<file path="src/rtl/ocp_copy_dma_pkg.sv">
// Shared constants for ocp_copy_dma: bus widths, OCP command/response codes
// and the copy engine state encoding.
package ocp_copy_dma_pkg;

    localparam int unsigned ADDR_WIDTH = 32;
    localparam int unsigned DATA_WIDTH = 32;
    localparam int unsigned BEN_WIDTH  = 4;

    typedef enum logic [2:0] {
        OCP_CMD_IDLE  = 3'd0,
        OCP_CMD_WRITE = 3'd1,
        OCP_CMD_READ  = 3'd2
    } ocp_cmd_e;

    typedef enum logic [1:0] {
        OCP_RESP_NULL = 2'd0,
        OCP_RESP_DVA  = 2'd1,
        OCP_RESP_FAIL = 2'd2,
        OCP_RESP_ERR  = 2'd3
    } ocp_resp_e;

    typedef enum logic [2:0] {
        ST_IDLE    = 3'd0,
        ST_RD_REQ  = 3'd1,
        ST_RD_WAIT = 3'd2,
        ST_WR_REQ  = 3'd3,
        ST_FINISH  = 3'd4
    } state_e;

endpackage

</file>
<file path="src/rtl/ocp_copy_dma_if.sv">
// OCP request/response bundle between the copy DMA (master) and the fabric
// targets such as rom_top and RAM (slave).
interface ocp_copy_dma_if;
    import ocp_copy_dma_pkg::*;

    logic [ADDR_WIDTH-1:0] MAddr;
    logic [2:0]            MCmd;
    logic [DATA_WIDTH-1:0] MData;
    logic [BEN_WIDTH-1:0]  MByteEn;
    logic                  SCmdAccept;
    logic [DATA_WIDTH-1:0] SData;
    logic [1:0]            SResp;

    modport master (
        output MAddr, MCmd, MData, MByteEn,
        input  SCmdAccept, SData, SResp
    );

    modport slave (
        input  MAddr, MCmd, MData, MByteEn,
        output SCmdAccept, SData, SResp
    );

endinterface

</file>
<file path="src/rtl/ocp_copy_dma.sv">
// Single-channel OCP word-copy master: read one word, post its write, advance.
// Optional running checksum output enabled by OCP_COPY_DMA_CSUM_EN.
module ocp_copy_dma
    import ocp_copy_dma_pkg::*;
#(
    parameter int unsigned CNT_WIDTH = 16
) (
    input  logic                  clk,
    input  logic                  nrst,
    input  logic                  i_start,
    input  logic [ADDR_WIDTH-1:0] i_src,
    input  logic [ADDR_WIDTH-1:0] i_dst,
    input  logic [CNT_WIDTH-1:0]  i_count,
    output logic                  o_busy,
    output logic                  o_done,
    output logic                  o_err,
`ifdef OCP_COPY_DMA_CSUM_EN
    output logic [DATA_WIDTH-1:0] o_csum,
`endif
    ocp_copy_dma_if.master        ocp
);

    localparam logic [ADDR_WIDTH-1:0] WORD_MASK = {{(ADDR_WIDTH-2){1'b1}}, 2'b00};

    state_e                state, state_n;
    logic [ADDR_WIDTH-1:0] src_q, dst_q;
    logic [CNT_WIDTH-1:0]  rem_q;
    logic [DATA_WIDTH-1:0] data_q;
    logic                  err_q;
`ifdef OCP_COPY_DMA_CSUM_EN
    logic [DATA_WIDTH-1:0] csum_q;
`endif

    always_ff @(posedge clk or negedge nrst) begin
        if (!nrst) begin
            state  <= ST_IDLE;
            src_q  <= '0;
            dst_q  <= '0;
            rem_q  <= '0;
            data_q <= '0;
            err_q  <= 1'b0;
`ifdef OCP_COPY_DMA_CSUM_EN
            csum_q <= '0;
`endif
        end else begin
            state <= state_n;
            case (state)
                ST_IDLE: begin
                    if (i_start) begin
                        src_q  <= i_src & WORD_MASK;
                        dst_q  <= i_dst & WORD_MASK;
                        rem_q  <= i_count;
                        err_q  <= 1'b0;
`ifdef OCP_COPY_DMA_CSUM_EN
                        csum_q <= '0;
`endif
                    end
                end
                ST_RD_WAIT: begin
                    if (ocp.SResp == OCP_RESP_DVA) begin
                        data_q <= ocp.SData;
`ifdef OCP_COPY_DMA_CSUM_EN
                        csum_q <= csum_q + ocp.SData;
`endif
                    end else if (ocp.SResp != OCP_RESP_NULL) begin
                        err_q <= 1'b1;
                    end
                end
                ST_WR_REQ: begin
                    // Addresses wrap modulo 2^ADDR_WIDTH by natural overflow
                    if (ocp.SCmdAccept) begin
                        src_q <= src_q + ADDR_WIDTH'(4);
                        dst_q <= dst_q + ADDR_WIDTH'(4);
                        rem_q <= rem_q - 1'b1;
                    end
                end
                default: ;
            endcase
        end
    end

    always_comb begin
        state_n     = state;
        ocp.MCmd    = OCP_CMD_IDLE;
        ocp.MAddr   = '0;
        ocp.MData   = '0;
        ocp.MByteEn = '0;
        case (state)
            ST_IDLE: begin
                if (i_start)
                    state_n = (i_count == '0) ? ST_FINISH : ST_RD_REQ;
            end
            ST_RD_REQ: begin
                ocp.MCmd    = OCP_CMD_READ;
                ocp.MAddr   = src_q;
                ocp.MByteEn = '1;
                if (ocp.SCmdAccept)
                    state_n = ST_RD_WAIT;
            end
            ST_RD_WAIT: begin
                if (ocp.SResp == OCP_RESP_DVA)
                    state_n = ST_WR_REQ;
                else if (ocp.SResp != OCP_RESP_NULL)
                    state_n = ST_FINISH;
            end
            ST_WR_REQ: begin
                ocp.MCmd    = OCP_CMD_WRITE;
                ocp.MAddr   = dst_q;
                ocp.MData   = data_q;
                ocp.MByteEn = '1;
                if (ocp.SCmdAccept)
                    state_n = (rem_q == CNT_WIDTH'(1)) ? ST_FINISH : ST_RD_REQ;
            end
            ST_FINISH: state_n = ST_IDLE;
            default:   state_n = ST_IDLE;
        endcase
    end

    assign o_busy = (state == ST_RD_REQ) || (state == ST_RD_WAIT) || (state == ST_WR_REQ);
    assign o_done = (state == ST_FINISH);
    assign o_err  = err_q;
`ifdef OCP_COPY_DMA_CSUM_EN
    assign o_csum = csum_q;
`endif

endmodule

</file>
<file path="src/flat_wrapper.sv">
// flat-port wrapper written by rule: the top's interface ports become plain ports
module ocp_copy_dma_flat import ocp_copy_dma_pkg::*;
#(
    parameter int unsigned CNT_WIDTH = 16
)
  (clk, nrst, i_start, i_src, i_dst, i_count, o_busy, o_done, o_err, ocp_MAddr, ocp_MCmd, ocp_MData, ocp_MByteEn, ocp_SCmdAccept, ocp_SData, ocp_SResp);
  ocp_copy_dma_if ocp_i ();
  input  logic clk;
  input  logic nrst;
  input  logic i_start;
  input  logic [ADDR_WIDTH-1:0] i_src;
  input  logic [ADDR_WIDTH-1:0] i_dst;
  input  logic [CNT_WIDTH-1:0] i_count;
  output logic o_busy;
  output logic o_done;
  output logic o_err;
  output wire logic [$bits(ocp_i.MAddr)-1:0] ocp_MAddr;
  output wire logic [$bits(ocp_i.MCmd)-1:0] ocp_MCmd;
  output wire logic [$bits(ocp_i.MData)-1:0] ocp_MData;
  output wire logic [$bits(ocp_i.MByteEn)-1:0] ocp_MByteEn;
  input wire logic [$bits(ocp_i.SCmdAccept)-1:0] ocp_SCmdAccept;
  input wire logic [$bits(ocp_i.SData)-1:0] ocp_SData;
  input wire logic [$bits(ocp_i.SResp)-1:0] ocp_SResp;
  assign ocp_MAddr = ocp_i.MAddr;
  assign ocp_MCmd = ocp_i.MCmd;
  assign ocp_MData = ocp_i.MData;
  assign ocp_MByteEn = ocp_i.MByteEn;
  assign ocp_i.SCmdAccept = ocp_SCmdAccept;
  assign ocp_i.SData = ocp_SData;
  assign ocp_i.SResp = ocp_SResp;
  ocp_copy_dma #(.CNT_WIDTH(CNT_WIDTH)) u_core (.clk(clk), .nrst(nrst), .i_start(i_start), .i_src(i_src), .i_dst(i_dst), .i_count(i_count), .o_busy(o_busy), .o_done(o_done), .o_err(o_err), .ocp(ocp_i));
endmodule
</file>
<file path="config.mk">
export PLATFORM = sky130hd
export DESIGN_NAME = ocp_copy_dma_flat
export DESIGN_NICKNAME = d
export VERILOG_FILES = /design/src/rtl/ocp_copy_dma_pkg.sv /design/src/rtl/ocp_copy_dma_if.sv /design/src/rtl/ocp_copy_dma.sv /design/src/flat_wrapper.sv
export SDC_FILE = /design/constraint.sdc
export NUM_CORES = 1
export LEC_CHECK = 0
export BUFFER_PORTS_ARGS = -buffer_cell sky130_fd_sc_hd__buf_2
export CAP_MARGIN = 20
export CELL_PAD_IN_SITES_DETAIL_PLACEMENT = 1
export CELL_PAD_IN_SITES_GLOBAL_PLACEMENT = 1
export CORE_ASPECT_RATIO = 1.5
export CORE_MARGIN = 8
export CORE_UTILIZATION = 42
export CTS_CLUSTER_SIZE = 24
export DETAILED_ROUTE_END_ITERATION = 8
export PLACE_DENSITY = 0.84
export SYNTH_ARGS = -nofsm -noshare
export SYNTH_HDL_FRONTEND = slang
export SYNTH_SLANG_ARGS = --single-unit
</file>
<file path="constraint.sdc">
create_clock -name clk -period 4.4 [get_ports clk]
set_clock_uncertainty 0.2 [all_clocks]
set_input_delay 0.88 -clock clk [delete_from_list [all_inputs] [get_ports clk]]
set_output_delay 0.88 -clock clk [all_outputs]
set_load 0.03 [all_outputs]
</file>
==> impl_results.md <==
* Status: finished, final reports clean
* Synth cell types at 65
* Post-synth ARST share at 100%
* Htree depth at 3
* Placed Instances at 1,165
* # hold bufs at CTS at 0
* Reg2Reg Depth at 5
* Layout Nets at 1,088
* CTS resizes at 0
* PortBufs at 184
* Post-synth top flop: dfrtp_1
* Setup tns final at 0 ps
* Switching Share at 49.1%
* Proportion of layout cells with a drive suffix above 1 at 26.9%
* DRT antenna net count at 0
* # IOs at 192
* Final period util at 72.5%
* Insertion delay to the later sink of the worst-skew pair at 360 ps
* Number of warnings issued by yosys at 0
* Post-synth top area share at 40.0%
* DRC violations left at 0
* Starting Density at 42.3%
* RSZ-0062 raised after global routing: no
* Min Hold Slack at 294 ps
* Final hold violation count at 0
* Int Power at 0.00326 W
* Largest net degree at the start of global routing at 91
* Area contributors post-synth: dfrtp_1 (40%), nor2_1 (6.0%), mux2_2 (5.1%)
* Area growth syn-to-layout at 19.9%
* WS Path Type: reg -> out
* Initial DRC count at 378
* Grt ovf at 0
* R2R Path Start: u_core.state[0]
* Hold path startpoint: u_core.rem_q[13]
* Register area share after synthesis at 40.0%
* Cells after Synth at 824
* Combinational Power Share at 51.9%
* Worst Hold Class: reg -> reg
* Clk buf depth at 2
* Clock tree root driver cell: clkbuf_16
* Core Area at 0.0165 mm2
* Slew HR at 49.9%
* Via count at 6,964
* Row count at 58
* First-pass GRT wire length at 38.8 mm
* Worst VDD drop at 342 uV
* Worst Path Max Fanout at 54
* Hold Path Cell Cnt at 1
* R2r endpoint: u_core.dst_q[17]
* Cell Area, Synth at 0.00700 mm2
* Reg2reg setup slack at 1390 ps
* Post-CTS setup buffer count at 0
* Worst EP arrival at 2110 ps
* Power Density at 763 mW/mm2
* Worst hold endpoint: u_core.rem_q[13]
* Largest area contributor in the netlist: dfrtp_1
* Die width at 121 um
* Post-synth EDFFs at 0
* Max_cap viols at 0
* #FFs+latches synth at 112
* Sequential share of power at 33.7%
* Fmax at 0.313 GHz
* Drt total wl at 24.2 mm
* Worst path required time at 3320 ps
* Sw power at 0.00315 W
* Initial antenna violation count at 1
* Clk pwr share at 14.4%
* Pleak at 3.69 nW
* CP endpoint kind: output port
* Vias/cell at 5.90
* Die Y at 174 um
* Gr usage total at 22.7%
* CTS Sinks at 112
* First-pass iteration count of the detailed router at 4
* Num CTS Buffers at 9
* Antenna cells at 0
* Final non-filler cell total at 1,181
* HPWL reported at the end of detailed placement at 17.5 mm
* Startpoint types: register
* Worst-Margin Slew at 750 ps
* Avg Inst Size Synth at 8.50 um2
* Post-DR wirelength/cell at 20.5 um
* # setup viols final at 0
* Synth cell count leaders: dfrtp_1 (112), nor2_1 (112), a21oi_1 (71), nand2_1 (59), clkbuf_1 (49)
* Clk pin slew, worst setup/hold paths at 80 ps
* Global placer's final weighted congestion at 0.852
* Min Tclk post-route at 3190 ps
* Max-slew violations at 0
* Die area at 0.0212 mm2
* Vias in the first global route at 7,367
* CTS tree: done
## area by class of cell
| type | instances | area [um2] |
|---|---|---|
| fillers | 2030 | 8150 |
| multi-input cells | 633 | 3890 |
| flip-flops and latches | 112 | 2800 |
| repair buffers | 198 | 1070 |
| well taps | 210 | 263 |
| clock buffers | 9 | 225 |
| clock inverters | 7 | 101 |
| inverters | 12 | 47.5 |
## routing by layer
layer / part of all wire, % / GRT usage (%) / vias to the layer above
met3: 5.9 / 5.07 / 43
met5: 0.054 / 0 / -
met4: 3.1 / 9.24 / 2
met1: 38 / 24.4 / 3451
met2: 53 / 41.3 / 188
li1: - / - / 3280
## layout by cell type, fill, tap and decap left out, types with 4 or more instances in the layout
cell type and n:
a211oi_1 9, a21oi_1 71, a22oi_1 6, a2bb2oi_1 9, a31oi_1 6, a41oi_1 4, and2_1 38, and3_1 5
and4_1 6, buf_2 183, buf_4 12, clkbuf_16 9, dfrtp_1 111, ha_1 4, inv_1 11, mux2_2 32
mux2i_1 35, nand2_1 58, nand3_1 42, nand4_1 15, nor2_1 112, nor3_1 24, nor4_1 13, o211ai_1 6
o21ai_0 41, o22a_1 10, o22ai_1 15, o311ai_0 4, or3_1 11, or4_1 4
## cells by family (layout without fill, tap and decap cells)
| kind of cell | Yosys count | count (layout) | share of synthesized area, % |
|---|---|---|---|
| AOI/OAI and AO/OA | 206 | 206 | 18.6 |
| muxes | 67 | 67 | 10.1 |
| xor gates and xnor gates | 1 | 1 | 0.125 |
| DFF | 112 | 112 | 40.0 |
| and+or+nand+nor | 352 | 352 | 25.5 |
| adders and majority gates | 4 | 4 | 0.715 |
| buffers and inverters | 81 | 226 | 4.84 |
| other | 1 | 3 | 0.0535 |
## how the worst max path moves through the flow
| stage | start | to | slack, ps | depth (start not counted) |
|---|---|---|---|---|
| after floorplan | u_core.state[2] | ocp_MData[24] | 1440 | 5 |
| after global placement | i_start | u_core.dst_q[17] | 1120 | 6 |
| after detailed placement | i_start | u_core.dst_q[17] | 1070 | 6 |
| after CTS | u_core.state[0] | ocp_MData[31] | 1180 | 4 |
| after global routing | u_core.state[0] | ocp_MData[7] | 1030 | 4 |
| final | u_core.state[0] | ocp_MData[5] | 1210 | 4 |
## state kept, by name (all words and copies together) (netlist names)
register,flops
u_core.state,3
u_core.dst_q,30
u_core.o_err,1
u_core.rem_q,16
u_core.data_q,32
u_core.src_q,30
## worst max-delay path: stages, from the launching register on
cell and delay, ps:
dfrtp_1 640, nand3b_1 230, inv_4 430, and2_1 210, buf_2 200
## metrics by stage
stage	power, W	setup WS (ps)	util, %	instance area (um2)
after floorplan	0.00448	1440	-	7010
after global placement	0.00537	1120	48.8	8070
after detailed placement	0.00550	1070	48.8	8070
after CTS	0.00645	1180	50.8	8400
after global routing	0.00685	1030	50.8	8400
final	0.00641	1210	50.8	8400
## power by group through the flow
stage               Combinational, W  Clock (W)  Sequential (W)
finish                       0.00333   0.000924         0.00216
floorplan                    0.00259          0         0.00190
global route                 0.00364   0.000982         0.00223
CTS                          0.00336   0.000946         0.00214
global placement             0.00325          0         0.00212
detailed placement           0.00335          0         0.00216
Note: power is estimated with default switching activity, not from simulation.
